$ cat src/rtl/instruction_sequencer.sv
// Multi-cycle control sequencer: steps each instruction through FETCH/EXEC/MEM/STACK,
// gates single-cycle decoder writes, handles RAM handshake and stack faults, counts retirements.
module instruction_sequencer #(
    parameter int INSTR_WIDTH = 5,
    parameter int CNT_WIDTH   = 16,
    parameter int MEM_TIMEOUT = 15
) (
    input  logic                   CLK,
    input  logic                   RST,
    input  logic [INSTR_WIDTH-1:0] INSTRUCTION,
    input  logic                   MEM_READY,
    input  logic                   STACK_FULL,
    input  logic                   STACK_EMPTY,
    output logic                   IR_LOAD,
    output logic                   PC_INC,
    output logic                   PC_LOAD,
    output logic                   PC_SRC,
    output logic                   PC_CLR,
    output logic                   EXEC_EN,
    output logic                   ADDR_LATCH,
    output logic                   MEM_REQ,
    output logic                   MEM_WE,
    output logic                   ACC_LOAD_MEM,
    output logic                   STACK_PUSH,
    output logic                   STACK_POP,
    output logic                   STACK_SRC,
    output logic                   FAULT,
    output logic [2:0]             STATE,
    output logic [CNT_WIDTH-1:0]   RETIRED
);

    localparam int WAIT_W = $clog2(MEM_TIMEOUT + 1);

    localparam logic [INSTR_WIDTH-1:0] OP_JMP  = INSTR_WIDTH'(8'h0E);
    localparam logic [INSTR_WIDTH-1:0] OP_RST  = INSTR_WIDTH'(8'h0F);
    localparam logic [INSTR_WIDTH-1:0] OP_MOVL = INSTR_WIDTH'(8'h10);
    localparam logic [INSTR_WIDTH-1:0] OP_MOVS = INSTR_WIDTH'(8'h11);
    localparam logic [INSTR_WIDTH-1:0] OP_PUSH = INSTR_WIDTH'(8'h12);
    localparam logic [INSTR_WIDTH-1:0] OP_POP  = INSTR_WIDTH'(8'h13);
    localparam logic [INSTR_WIDTH-1:0] OP_CALL = INSTR_WIDTH'(8'h14);
    localparam logic [INSTR_WIDTH-1:0] OP_RET  = INSTR_WIDTH'(8'h15);

    typedef enum logic [2:0] {
        S_IDLE  = 3'd0,
        S_FETCH = 3'd1,
        S_EXEC  = 3'd2,
        S_MEM   = 3'd3,
        S_STACK = 3'd4,
        S_FAULT = 3'd5
    } state_t;

    state_t                 state_q, state_d;
    logic [WAIT_W-1:0]      wait_q, wait_d;
    logic [CNT_WIDTH-1:0]   retired_q;
    logic                   retire;

    always_ff @(posedge CLK or posedge RST) begin
        if (RST) begin
            state_q   <= S_IDLE;
            wait_q    <= '0;
            retired_q <= '0;
        end else begin
            state_q <= state_d;
            wait_q  <= wait_d;
            if (retire) begin
                retired_q <= retired_q + CNT_WIDTH'(1);
            end
        end
    end

    always_comb begin
        state_d      = state_q;
        wait_d       = wait_q;
        retire       = 1'b0;
        IR_LOAD      = 1'b0;
        PC_INC       = 1'b0;
        PC_LOAD      = 1'b0;
        PC_SRC       = 1'b0;
        PC_CLR       = 1'b0;
        EXEC_EN      = 1'b0;
        ADDR_LATCH   = 1'b0;
        MEM_REQ      = 1'b0;
        MEM_WE       = 1'b0;
        ACC_LOAD_MEM = 1'b0;
        STACK_PUSH   = 1'b0;
        STACK_POP    = 1'b0;
        STACK_SRC    = 1'b0;
        FAULT        = 1'b0;

        case (state_q)
            S_IDLE: state_d = S_FETCH;

            S_FETCH: begin
                IR_LOAD = 1'b1;
                state_d = S_EXEC;
            end

            S_EXEC: begin
                case (INSTRUCTION)
                    OP_JMP: begin
                        PC_LOAD = 1'b1;
                        retire  = 1'b1;
                        state_d = S_FETCH;
                    end
                    OP_RST: begin
                        PC_CLR  = 1'b1;
                        retire  = 1'b1;
                        state_d = S_FETCH;
                    end
                    OP_MOVL, OP_MOVS: begin
                        ADDR_LATCH = 1'b1;
                        wait_d     = '0;
                        state_d    = S_MEM;
                    end
                    OP_PUSH: begin
                        if (STACK_FULL) begin
                            state_d = S_FAULT;
                        end else begin
                            STACK_PUSH = 1'b1;
                            PC_INC     = 1'b1;
                            retire     = 1'b1;
                            state_d    = S_FETCH;
                        end
                    end
                    // POP and RET both need the registered stack top, valid one cycle later
                    OP_POP, OP_RET: begin
                        if (STACK_EMPTY) begin
                            state_d = S_FAULT;
                        end else begin
                            STACK_POP = 1'b1;
                            state_d   = S_STACK;
                        end
                    end
                    OP_CALL: begin
                        if (STACK_FULL) begin
                            state_d = S_FAULT;
                        end else begin
                            STACK_PUSH = 1'b1;
                            STACK_SRC  = 1'b1;
                            state_d    = S_STACK;
                        end
                    end
                    default: begin
                        EXEC_EN = 1'b1;
                        PC_INC  = 1'b1;
                        retire  = 1'b1;
                        state_d = S_FETCH;
                    end
                endcase
            end

            S_MEM: begin
                MEM_REQ = 1'b1;
                MEM_WE  = (INSTRUCTION == OP_MOVS);
                if (MEM_READY) begin
                    ACC_LOAD_MEM = (INSTRUCTION == OP_MOVL);
                    PC_INC       = 1'b1;
                    retire       = 1'b1;
                    state_d      = S_FETCH;
                end else if (wait_q == WAIT_W'(MEM_TIMEOUT - 1)) begin
                    state_d = S_FAULT;
                end else begin
                    wait_d = wait_q + WAIT_W'(1);
                end
            end

            S_STACK: begin
                case (INSTRUCTION)
                    OP_POP: begin
                        EXEC_EN = 1'b1;
                        PC_INC  = 1'b1;
                    end
                    OP_CALL: PC_LOAD = 1'b1;
                    OP_RET: begin
                        PC_LOAD = 1'b1;
                        PC_SRC  = 1'b1;
                    end
                    default: ;
                endcase
                retire  = 1'b1;
                state_d = S_FETCH;
            end

            S_FAULT: FAULT = 1'b1;

            default: state_d = S_FETCH;
        endcase
    end

    assign STATE   = state_q;
    assign RETIRED = retired_q;

endmodule

$ cat config.mk
export PLATFORM = sky130hd
export DESIGN_NAME = instruction_sequencer
export DESIGN_NICKNAME = d
export VERILOG_FILES = /design/src/rtl/instruction_sequencer.sv
export SDC_FILE = /design/constraint.sdc
export NUM_CORES = 1
export LEC_CHECK = 0
export BUFFER_PORTS_ARGS = -buffer_cell sky130_fd_sc_hd__buf_2
export CORE_MARGIN = 1
export CORE_UTILIZATION = 40
export CTS_CLUSTER_SIZE = 25
export DETAILED_ROUTE_END_ITERATION = 8
export GPL_ROUTABILITY_DRIVEN = 0
export HOLD_SLACK_MARGIN = 0.03
export PLACE_DENSITY = 0.62
export SYNTH_ARGS = -nofsm -noshare
export SYNTH_HDL_FRONTEND = slang
export SYNTH_SLANG_ARGS = --single-unit
export TNS_END_PERCENT = 1
$ cat constraint.sdc
create_clock -name CLK -period 2 [get_ports CLK]
set_input_delay 0 -clock CLK [delete_from_list [all_inputs] [get_ports CLK]]
set_output_delay 0 -clock CLK [all_outputs]
set_load 0.01 [all_outputs]
Yosys cells after proc, flatten, opt, wreduce, memory -nomap -nowiden. Index checks and enable logic that the tools add are counted.

Bits in registers: 23. Bits of input ports: 10. Output and inout port bits: 33. Word-level logic and storage cells: 76.

Add/subtract/negate cells: 2. Equal/unequal tests: 18. Multiplexer cells: 42. Bitwise gates (word level): 1. Reductions and logical operators: 10.

Operators by type and width (number): $eq A5 B5 Y1 const B (6); $mux W1 (27); $pmux W3 S4 (2); $add A16 B1 Y16 const B (1); $mux W4 (3); $eq A5 B4 Y1 const B (2); $mux W3 (3); $pmux W1 S2 (4); $pmux W4 S2 (1); $reduce_or A2 Y1 (4); $reduce_or A8 Y1 (1); $reduce_or A7 Y1 (1); $eq A3 B2 Y1 const B (2); $eq A3 B3 Y1 const B (2); $pmux W1 S3 (2); $reduce_or A5 Y1 (1); $add A4 B1 Y4 const B (1); $eq A4 B4 Y1 const B (1); $ne A2 B2 Y1 const B (2); $reduce_and A4 Y1 (1); $eq A3 B1 Y1 const B (1); $ne A3 B3 Y1 const B (1); $ne A2 B1 Y1 const B (1); $reduce_and A2 Y1 (1); other kinds (2) (2).

Logic depth before layout (Yosys ltp). Gate-level depths: netlist of run 1.

Depth after elaboration: 4. Gate-level depth with buffers: 7. Mapped depth without buffers: 7.

Worst setup path before layout of run 1. OpenSTA, ideal clock, no wires.

Kind: register -> register. Start: register state_q[2] (netlist: STATE[2]). End: register retired_q[12] (netlist: RETIRED[12]). Library setup time: 0.126 ns. Arrival time: 1.362 ns. Data required time: 1.874 ns. Path slack: 0.512 ns. Cell stages (with the launch flop): 7. Path buffers: 1. Path through: dfrtp_1 nand2b_4 nand2b_4 o21ai_4 buf_6 nand4_1 xnor2_1.

Cells in the longest elaborated chain, start to end: 2. Elaborated cells between the ends (all ways): 4.

Ends and longest elaborated chain: start, declared (RTL line 52) `state_t state_q, state_d;`; start signal, assigned (RTL line 63) `state_q <= state_d;`; $eq A3 B3 Y1 / $eq A3 B2 Y1 (equally long branches) (RTL line 90) `case (state_q)`; $pmux W1 S3 (*) (RTL line 90); end signal, assigned (RTL line 66) `retired_q <= retired_q + CNT_WIDTH'(1);`; end, declared (RTL line 54) `logic [CNT_WIDTH-1:0] retired_q;`.

Mark *: on every way between the ends. The rest lies on a longest branch, timed or not. A chain may end at the register's enable or synchronous reset.

Final worst setup path of run 1.
Start: register state_q[0] (netlist: STATE[0]). End: output port PC_INC.

Cells in the longest elaborated chain, start to end: 2. Elaborated cells between the ends (all ways): 4.

Ends and longest elaborated chain: $eq A3 B3 Y1 / $eq A3 B2 Y1 (equally long branches) (RTL line 90); $pmux W1 S3 (*) (RTL line 90); end, declared (RTL line 15) `output logic PC_INC,`.

Marked as above.

==> results of run 1 <==
## final cells by class
cell class,count,area (um^2),area share
clock buffer,4,26.28,0.01623
inverter,5,18.77,0.01159
multi-input combinational,102,723.2,0.4467
sequential,23,575.6,0.3555
tap,44,55.05,0.03400
timing repair buffer,43,220.2,0.1360
## worst max-delay path: cells and delay by family (launching register included)
kind            cells  cell delay, ns
simple gates        3            0.44
compound gates      1            0.26
buf+inv             2            0.29
flops               1            0.49
## sequential cells by signal, indices dropped and copies added, names as in the netlist
signal,cells
wait_q,4
STATE,3
RETIRED,16
## power by group through the flow
stage                     Combinational [mW]  Sequential (mW)  Clock [mW]
after CTS                              0.645            0.725       0.220
after floorplan                        0.418            0.743           0
after detailed placement               0.638            0.732           0
after global placement                 0.626            0.724           0
after global routing                   0.709            0.743       0.235
final                                  0.635            0.726       0.209
## how the worst max path moves through the flow
stage	start	to	slack, ns	depth (start not counted)
after global routing	STATE[2]$_DFFE_PP0P_	PC_INC	0.08	5
final	STATE[0]$_DFFE_PP0P_	PC_INC	0.22	6
after CTS	STATE[0]$_DFFE_PP0P_	PC_INC	0.21	6
after detailed placement	STATE[2]$_DFFE_PP0P_	RETIRED[1]$_DFFE_PP0P_	0.37	4
after floorplan	STATE[2]$_DFFE_PP0P_	RETIRED[12]$_DFFE_PP0P_	0.51	6
after global placement	STATE[2]$_DFFE_PP0P_	RETIRED[1]$_DFFE_PP0P_	0.38	4
## logic make-up after synthesis
logic type               after synthesis  share of synthesized area
XOR/XNOR                              17                     0.1117
buffers and inverters                  7                    0.02535
AND/OR/NAND/NOR                       65                     0.3061
multiplexers                           3                    0.02535
flip-flops                            23                     0.4319
AO/OA/AOI/OAI                         14                    0.07137
adder cells (fa/ha/maj)                3                    0.02817
## timing repair
item | CTS | global route
setup endpoints to repair | 0 | 0
hold endpoints to repair | 23 | 0
hold buffers | 1 | 0
## routing by layer
layer / global-route usage / vias up / wire (um)
met5: 0 / - / 0
li1: - / 559 / -
met4: 0.08970 / 0 / 56
met1: 0.2230 / 535 / 1325
met3: 0.01948 / 6 / 168
met2: 0.2778 / 42 / 1341
## cells in the final DEF (no fill, tap or decap), types with 4 or more instances in the layout
master,n
a21oi_1,5
and3_1,8
buf_2,42
dfrtp_1,23
inv_1,5
nand2_1,6
nand3_1,5
nand4_1,10
nor2_1,11
nor3_1,5
o21ai_0,4
xnor2_1,14
==> metrics.md, run 1 <==
| Metric | Value |
|---|---|
| Hold Path Depth | `3` |
| Max_cap viols | `0` |
| Sequential share of power | `0.463` |
| H-Tree Depth | `1` |
| Placed inst area | `1583 um^2` |
| Post-synthesis sequential area ratio | `0.4319` |
| Fill cell count | `312` |
| End of the worst register-to-register path | `RETIRED[1]$_DFFE_PP0P_` |
| Final Max Slew Viols | `0` |
| Sw Pwr | `0.6308 mW` |
| Worst setup margin | `0.2167 ns` |
| Port bufs | `42` |
| Largest cells by area after synthesis | `dfrtp_1 (43%), xnor2_1 (9.2%), nand4_1 (4.7%)` |
| Post-DP HPWL | `2187 um` |
| # setup viols final | `0` |
| Setup TNS | `0 ns` |
| Vias | `1142` |
| Routed len/inst | `13.08 um` |
| FP Rows | `20` |
| Post-CTS setup buffer count | `0` |
| Ys flop type | `dfrtp_1` |
| DRT iter0 DRCs | `108` |
| Final Hold Viols | `0` |
| Cells after synthesis | `132` |
| Leak | `0.8135 nW` |
| Worst Clk Skew | `0.003322 ns` |
| Unique masters post-synth | `35` |
| Critical path's slowest cell | `dfrtp_1` |
| Synth area leader | `dfrtp_1` |
| Core Area | `3103 um^2` |
| Total power | `1.571 mW` |
| First-pass GRT wire length | `4540 um` |
| Starting density of the core | `0.4294` |
| R2r setup slk | `0.35 ns` |
| Share of cells above drive strength 1 | `0.3333` |
| Die area | `3566 um^2` |
| Worst-skew pair later-pin latency | `0.30 ns` |
| Worst VDD drop | `672.4 uV` |
| Post-Route WL | `2891 um` |
| Max_slew headroom | `0.4234` |
| Crit share post-route | `0.8916` |
| Pre-CTS setup slack | `0.3658 ns` |
| Yosys warnings | `0` |
| Part of the power in combinational logic | `0.404` |
| Internal power | `0.9397 mW` |
| Worst hold path endpoint | `STATE[2]$_DFFE_PP0P_` |
| Global-route usage over all layers | `0.1708` |
| Reg-to-Reg Start | `STATE[2]$_DFFE_PP0P_` |
| Post-synth ARST share | `1.000` |
| Synth-to-layout area growth | `21.50%` |
| Worst min path class | `in -> reg` |
| Crit. End Element | `primary output` |
| Min-delay src | `MEM_READY` |
| Hold WS | `0.05735 ns` |
| Synth Cell Area | `1333 um^2` |
| Synth top area share | `0.4319` |
| Core Util, Final | `0.5218` |
| Post-Layout Cell Count | `221` |
| Top-count cell post-synth | `dfrtp_1` |
| Chip width | `59.72 um` |
| Worst Reg-to-Reg Cells | `4` |
| Worst-Margin Slew | `0.8640 ns` |
| Power Dens Cells | `970.0 nW/um^2` |
| Clk buf depth | `2` |
| Vias in the first global route | `1036` |
| TritonCTS clock tree | `yes` |
| Syn_nets | `145` |
| Post-CTS Resized | `0` |
| Initial antenna violation count | `0` |
| Largest net degree at the start of global routing | `24` |
| RSZ-0062 raised after global routing | `false` |
| Die Ht | `59.72 um` |
| DRC violations left | `0` |
| N_diodes | `0` |
| Crit-path max cell delay | `0.49 ns` |
| TritonCTS buffer count | `3` |
| Commonest cells post-synth | `dfrtp_1 (23), xnor2_1 (14), nor2_1 (11), nand4_1 (10), and3_1 (8)` |
| DRT Pass-1 Iters | `4` |
| EDFF count, synth | `0` |
| Peak Freq | `560.8 MHz` |
| NumNets Final | `191` |
| Clk sinks | `23` |
| Placed Cells | `216` |
| Req. time, crit path | `2.00 ns` |
| Root Driver | `clkbuf_4` |
| Final Critical Period | `1.783 ns` |
| Routed vias/inst | `5.167` |
| Detail Route Antenna Nets | `0` |
| GRT overflow | `0` |
| Startpoint types | `flop` |
| Fin area | `1619 um^2` |
| Peak fanout along the critical path | `8` |
| Outcome | `complete, no violations` |
| Worst Path Arrival | `1.78 ns` |
| Clock transition at the registers of the reported paths | `0.12 ns` |
| Critical path cell sequence | `inv_1, nand2b_4, nor2_1, and3_1, a211o_1, buf_2` |
| WS Path Type | `reg -> out` |
| Synthesized area per cell | `10.09 um^2` |
| Net Sw Frac | `0.4017` |
| Num ports | `43` |
| Clock power share | `0.133` |
| Flops & latches, synth | `23` |
No activity file was read; power rests on OpenSTA's default activity.
==> run 2, diff against run 1 <==
--- a/config.mk
+++ b/config.mk
@@ -6,6 +6,7 @@
 export NUM_CORES = 1
 export LEC_CHECK = 0
 export BUFFER_PORTS_ARGS = -buffer_cell sky130_fd_sc_hd__buf_2
+export CORE_ASPECT_RATIO = 1.5
 export CORE_MARGIN = 1
 export CORE_UTILIZATION = 40
 export CTS_CLUSTER_SIZE = 25
==> run 2 against run 1 <==
  * Power up 4.7%
  * Hold slack gained 0.073 ns
  * Sequential cell count unchanged
  * Clock skew up 0.0011 ns
  * Register-to-register slack lost 0.03 ns
  * Critical path depth unchanged
  * Fmax fell by 0.26%
  * Count of clock-buffer cells in the layout is the same
  * Clock power rose by 31%
  * Via count increased by 2.9%
  * Worst setup slack got worse by 0.0046 ns
  * Routed wire length increased by 2.0%
==> metrics.md, run 2 (synthesis gave the netlist of run 1 again) <==
| Metric | Value |
|---|---|
| Outcome | `complete, no violations` |
| Initial antenna violation count | `0` |
| Fin area | `1633 um^2` |
| Final Critical Period | `1.788 ns` |
| Vias | `1175` |
| Total power | `1.645 mW` |
| Max_cap viols | `0` |
| Met3 WL | `183 um` |
| Sequential share of power | `0.444` |
| Core Area | `3159 um^2` |
| Routed len/inst | `13.59 um` |
| GRT overflow | `0` |
| Crit share post-route | `0.8940` |
| Most frequent cells in the layout | `buf_2 (42), dfrtp_1 (23), xnor2_1 (14)` |
| Detail Route Antenna Nets | `0` |
| Clock transition at the registers of the reported paths | `0.08 ns` |
| Post-Route WL | `2950 um` |
| Num ports | `43` |
| Sw Pwr | `0.6380 mW` |
| Req. time, crit path | `2.00 ns` |
| Crit. End Element | `primary output` |
| Worst setup margin | `0.2121 ns` |
| DRT iter0 DRCs | `27` |
| NumNets Final | `191` |
| N_diodes | `0` |
| Part of the power in combinational logic | `0.389` |
| Leak | `0.8212 nW` |
| Crit-path max cell delay | `0.50 ns` |
| Worst min path class | `in -> reg` |
| Starting density of the core | `0.4218` |
| Post-CTS setup buffer count | `0` |
| Final Max Slew Viols | `0` |
| Global-route usage over all layers | `0.1776` |
| Worst-Margin Slew | `0.8389 ns` |
| Routed vias/inst | `5.415` |
| Pre-CTS setup slack | `0.3328 ns` |
| Share of cells above drive strength 1 | `0.3333` |
| First-pass GRT wire length | `4961 um` |
| Net Sw Frac | `0.3880` |
| Die Ht | `72.69 um` |
| WS Path Type | `reg -> out` |
| Vias in the first global route | `1099` |
| Worst Clk Skew | `0.004433 ns` |
| Clock power share | `0.166` |
| Root Driver | `clkbuf_8` |
| Max reg flops | `16` |
| Top Metal Used | `met4` |
| Commonest non-fill, non-tap cell in the layout | `buf_2` |
| Power Dens Cells | `1007 nW/um^2` |
| Met2 WL | `1483 um` |
| DRC violations left | `0` |
| RSZ-0062 raised after global routing | `false` |
| Largest net degree at the start of global routing | `24` |
| M1 WL | `1234 um` |
| Peak Freq | `559.3 MHz` |
| Placed inst area | `1578 um^2` |
| Fill cell count | `315` |
| Synth-to-layout area growth | `22.54%` |
| Worst-skew pair later-pin latency | `0.26 ns` |
| Chip width | `49.13 um` |
| DRT Pass-1 Iters | `4` |
| Max_slew headroom | `0.4401` |
| Reg area | `575.6 um^2` |
| FP Rows | `25` |
| Port bufs | `42` |
| Startpoint types | `flop` |
| Clk sinks | `23` |
| Worst VDD drop | `511.8 uV` |
| TritonCTS clock tree | `yes` |
| Internal power | `1.007 mW` |
| Setup TNS | `0 ns` |
| Peak fanout along the critical path | `8` |
| Final Hold Viols | `0` |
| Critical path's slowest cell | `dfrtp_1` |
| Critical path cell sequence | `inv_1, nand2b_4, nor2_1, and3_1, a211o_1, buf_2` |
| Post-DP HPWL | `2294 um` |
| # setup viols final | `0` |
| Die area | `3571 um^2` |
| Clk buf depth | `2` |
| Footprint of the multi-input gates | `723.2 um^2` |
| Worst Path Arrival | `1.79 ns` |
| TritonCTS buffer count | `3` |
| H-Tree Depth | `1` |
-- run 2: metal layers --
metal	vias up	track usage
met1	557	0.2079
met2	54	0.3181
li1	558	-
met5	-	0
met4	0	0.08170
met3	6	0.02292
-- run 2: power groups by stage --
stage	logic (mW)	clock network [mW]	registers [mW]
5_1_grt	0.707	0.306	0.746
6_report	0.641	0.274	0.730
2_1_floorplan	0.418	0	0.743
3_3_place_gp	0.626	0	0.720
4_1_cts	0.647	0.289	0.727
3_5_place_dp	0.644	0	0.732
-- run 2: per-stage QoR --
stage	utilization	std cells	hold WS, ns
final	0.5168	217	0.1301
after global routing	0.5168	217	0.1478
after CTS	0.5168	217	0.1272
after detailed placement	0.4994	212	0.2196
after global placement	0.4994	212	0.2062
after floorplan	-	132	0.001924
-- run 2: path summary, 6_finish.rpt --
path | startpoint | endpoint | cells after the start | slack, ns
worst min-delay path | MEM_READY | STATE[2]$_DFFE_PP0P_ | 3 | 0.13
max in group asynchronous | RST | STATE[1]$_DFFE_PP0P_ | 3 | 1.03
min in group asynchronous | RST | wait_q[2]$_DFFE_PP0P_ | 3 | 0.45
worst min register to register | RETIRED[15]$_DFFE_PP0P_ | RETIRED[15]$_DFFE_PP0P_ | 1 | 0.47
worst max-delay path | STATE[0]$_DFFE_PP0P_ | PC_INC | 6 | 0.21
worst max register to register | STATE[2]$_DFFE_PP0P_ | RETIRED[1]$_DFFE_PP0P_ | 4 | 0.32
-- run 2: cell type report --
| class | count | share of cell area |
|---|---|---|
| clock buffers | 4 | 0.02759 |
| well taps | 40 | 0.03065 |
| multi-input cells | 102 | 0.4429 |
| repair buffers | 43 | 0.1349 |
| flip-flops and latches | 23 | 0.3525 |
| inverters | 5 | 0.01149 |
-- run 2: critical path, delay by kind of cell (launching register included) --
| family | cells | cell delay [ns] |
|---|---|---|
| buffers and inverters | 2 | 0.30 |
| AOI/OAI and AO/OA | 1 | 0.26 |
| DFF | 1 | 0.50 |
| and+or+nand+nor | 3 | 0.46 |
-- run 2: timing repair --
action	4_1_cts	5_1_grt
setup endpoints to repair	0	0
hold endpoints to repair	23	0
resized for setup	0	0
hold buffers	1	0
==> run 3, diff against run 2 <==
==> constraint.sdc (replaced) <==
create_clock -name CLK -period 1.73 [get_ports CLK]
set_input_delay 0 -clock CLK [delete_from_list [all_inputs] [get_ports CLK]]
set_output_delay 0 -clock CLK [all_outputs]
set_load 0.01 [all_outputs]
==> run 3 against run 2 <==
  * Cell area grew 4.1%
  * Sequential power grew 12%
  * Combinational power grew 32%
  * Core utilization grew 2.1 points
  * Die area is the same
  * Power grew 21%
  * Via count grew 0.26%
  * Worst setup slack lost 0.16 ns
  * Highest routed layer unchanged
==> metrics.md, run 3 (synthesis gave the netlist of run 1 again) <==
| Metric | Value |
|---|---|
| Leak | `0.8558 nW` |
| Outcome | `complete, no violations` |
| Crit. End Element | `primary output` |
| Pre-CTS setup slack | `0.06529 ns` |
| Num ports | `43` |
| Worst-skew pair later-pin latency | `0.26 ns` |
| Worst Path Arrival | `1.68 ns` |
| First-pass GRT wire length | `5016 um` |
| Total power | `1.983 mW` |
| Final Critical Period | `1.676 ns` |
| H-Tree Depth | `1` |
| N_diodes | `0` |
| Synth-to-layout area growth | `27.61%` |
| Setup crit start | `STATE[1]$_DFFE_PP0P_` |
| Worst setup margin | `0.05395 ns` |
| Worst VDD drop | `537.1 uV` |
| Crit share post-route | `0.9688` |
| Clock transition at the registers of the reported paths | `0.07 ns` |
| WS Path Type | `reg -> out` |
| Worst-Margin Slew | `0.4265 ns` |
| Worst Clk Skew | `0.001403 ns` |
| Core Util, Final | `0.5382` |
| End of the worst register-to-register path | `RETIRED[1]$_DFFE_PP0P_` |
| Critical path's slowest cell | `dfrtp_2` |
| Most frequent cells in the layout | `buf_2 (42), dfrtp_1 (22), xnor2_1 (14)` |
| Starting density of the core | `0.4218` |
| Peak Freq | `596.6 MHz` |
| Post-Route WL | `3055 um` |
| Fin area | `1700 um^2` |
| Largest net degree at the start of global routing | `24` |
| Die Ht | `72.69 um` |
| TritonCTS clock tree | `yes` |
| Clk sinks | `23` |
| Power Dens Cells | `1166 nW/um^2` |
| # setup viols final | `0` |
| Detail Route Antenna Nets | `0` |
| Hold Path Depth | `3` |
| DRT Pass-1 Iters | `4` |
| Top cell family by delay on the critical path | `simple AND/OR/NAND/NOR gates` |
| Worst hold path endpoint | `STATE[2]$_DFFE_PP0P_` |
| Max_slew headroom | `0.7146` |
| Post-Layout Cell Count | `224` |
| Crit-path max cell delay | `0.45 ns` |
| Global-route usage over all layers | `0.1803` |
| Critical path cell sequence | `nand2b_4, nand2b_4, nor2_4, and3_1, a211o_1, buf_2` |
| Vias in the first global route | `1107` |
| TritonCTS buffer count | `3` |
| Worst Reg-to-Reg Cells | `4` |
| DRT iter0 DRCs | `20` |
| GRT overflow | `0` |
| M1 WL | `1280 um` |
| Initial antenna violation count | `0` |
| Chip width | `49.13 um` |
| Port bufs | `42` |
| Root Driver | `clkbuf_8` |
| Commonest non-fill, non-tap cell in the layout | `buf_2` |
| Startpoint types | `flop` |
| Die area | `3571 um^2` |
| Number of buffers and inverters on the critical path | `1` |
| Max reg flops | `16` |
| Reg-to-Reg Start | `STATE[2]$_DFFE_PP0P_` |
| Crit path top cell by count | `nand2b_4` |
| Worst min path class | `in -> reg` |
| R2r setup slk | `0.09 ns` |
| Final Max Slew Viols | `0` |
| Vias | `1178` |
| Clk buf depth | `2` |
| Met3 WL | `159 um` |
| Max_cap viols | `0` |
| Placed inst area | `1608 um^2` |
| FP Rows | `25` |
| Core Area | `3159 um^2` |
| Routed len/inst | `13.64 um` |
| Post-DP HPWL | `2316 um` |
| Placed Cells | `216` |
| Req. time, crit path | `1.73 ns` |
| Peak fanout along the critical path | `5` |
| NumNets Final | `198` |
| Met2 WL | `1560 um` |
| Min-delay src | `MEM_READY` |
| DRC violations left | `0` |
| Top Metal Used | `met4` |
| Share of cells above drive strength 1 | `0.3750` |
| Routed vias/inst | `5.259` |
| Final Hold Viols | `0` |
run 3: worst min-delay path, cell delays in order:
cell	delay, ns
buf_2	0.13
o31a_2	0.14
o21ai_0	0.07
run 3: through the flow:
step | hold WS, ns | setup TNS (ns)
floorplan | 0.001924 | 0
CTS | 0.1191 | 0
detailed placement | 0.05743 | 0
global route | 0.1320 | -0.0007525
finish | 0.1215 | 0
global placement | 0.04807 | 0
run 3: final cells by class:
class	instances	area [um^2]
tap	40	50.05
multi-input combinational	102	737.0
clock buffer	4	45.04
sequential	23	576.8
timing repair buffer	50	272.8
inverter	5	18.77
fill	309	1459
run 3: timing repair:
item | in CTS | in global routing
hold buffers | 1 | 0
setup endpoints to repair | 1 | 7
hold endpoints to repair | 23 | 0
gates resized for setup | 2 | 3
setup buffers | 0 | 3
pin swaps | 0 | 1
run 3: worst max-delay path by stage:
stage	endpoint	cells past startpoint
after floorplan	RETIRED[12]$_DFFE_PP0P_	6
after global placement	RETIRED[1]$_DFFE_PP0P_	4
after detailed placement	RETIRED[1]$_DFFE_PP0P_	4
after CTS	PC_INC	5
after global routing	RETIRED[10]$_DFFE_PP0P_	5
final	PC_INC	6
run 3: report_power, final:
group | internal (mW) | leakage [nW] | switching (mW)
logic | 0.390 | 0.532 | 0.455
clock network | 0.164 | 0.0228 | 0.153
registers | 0.672 | 0.301 | 0.150
total | 1.23 | 0.856 | 0.757
run 3: layer usage:
metal / up-vias / track usage
met5: - / 0
met4: 0 / 0.07843
met3: 5 / 0.01667
met2: 39 / 0.3212
met1: 560 / 0.2188
li1: 574 / -
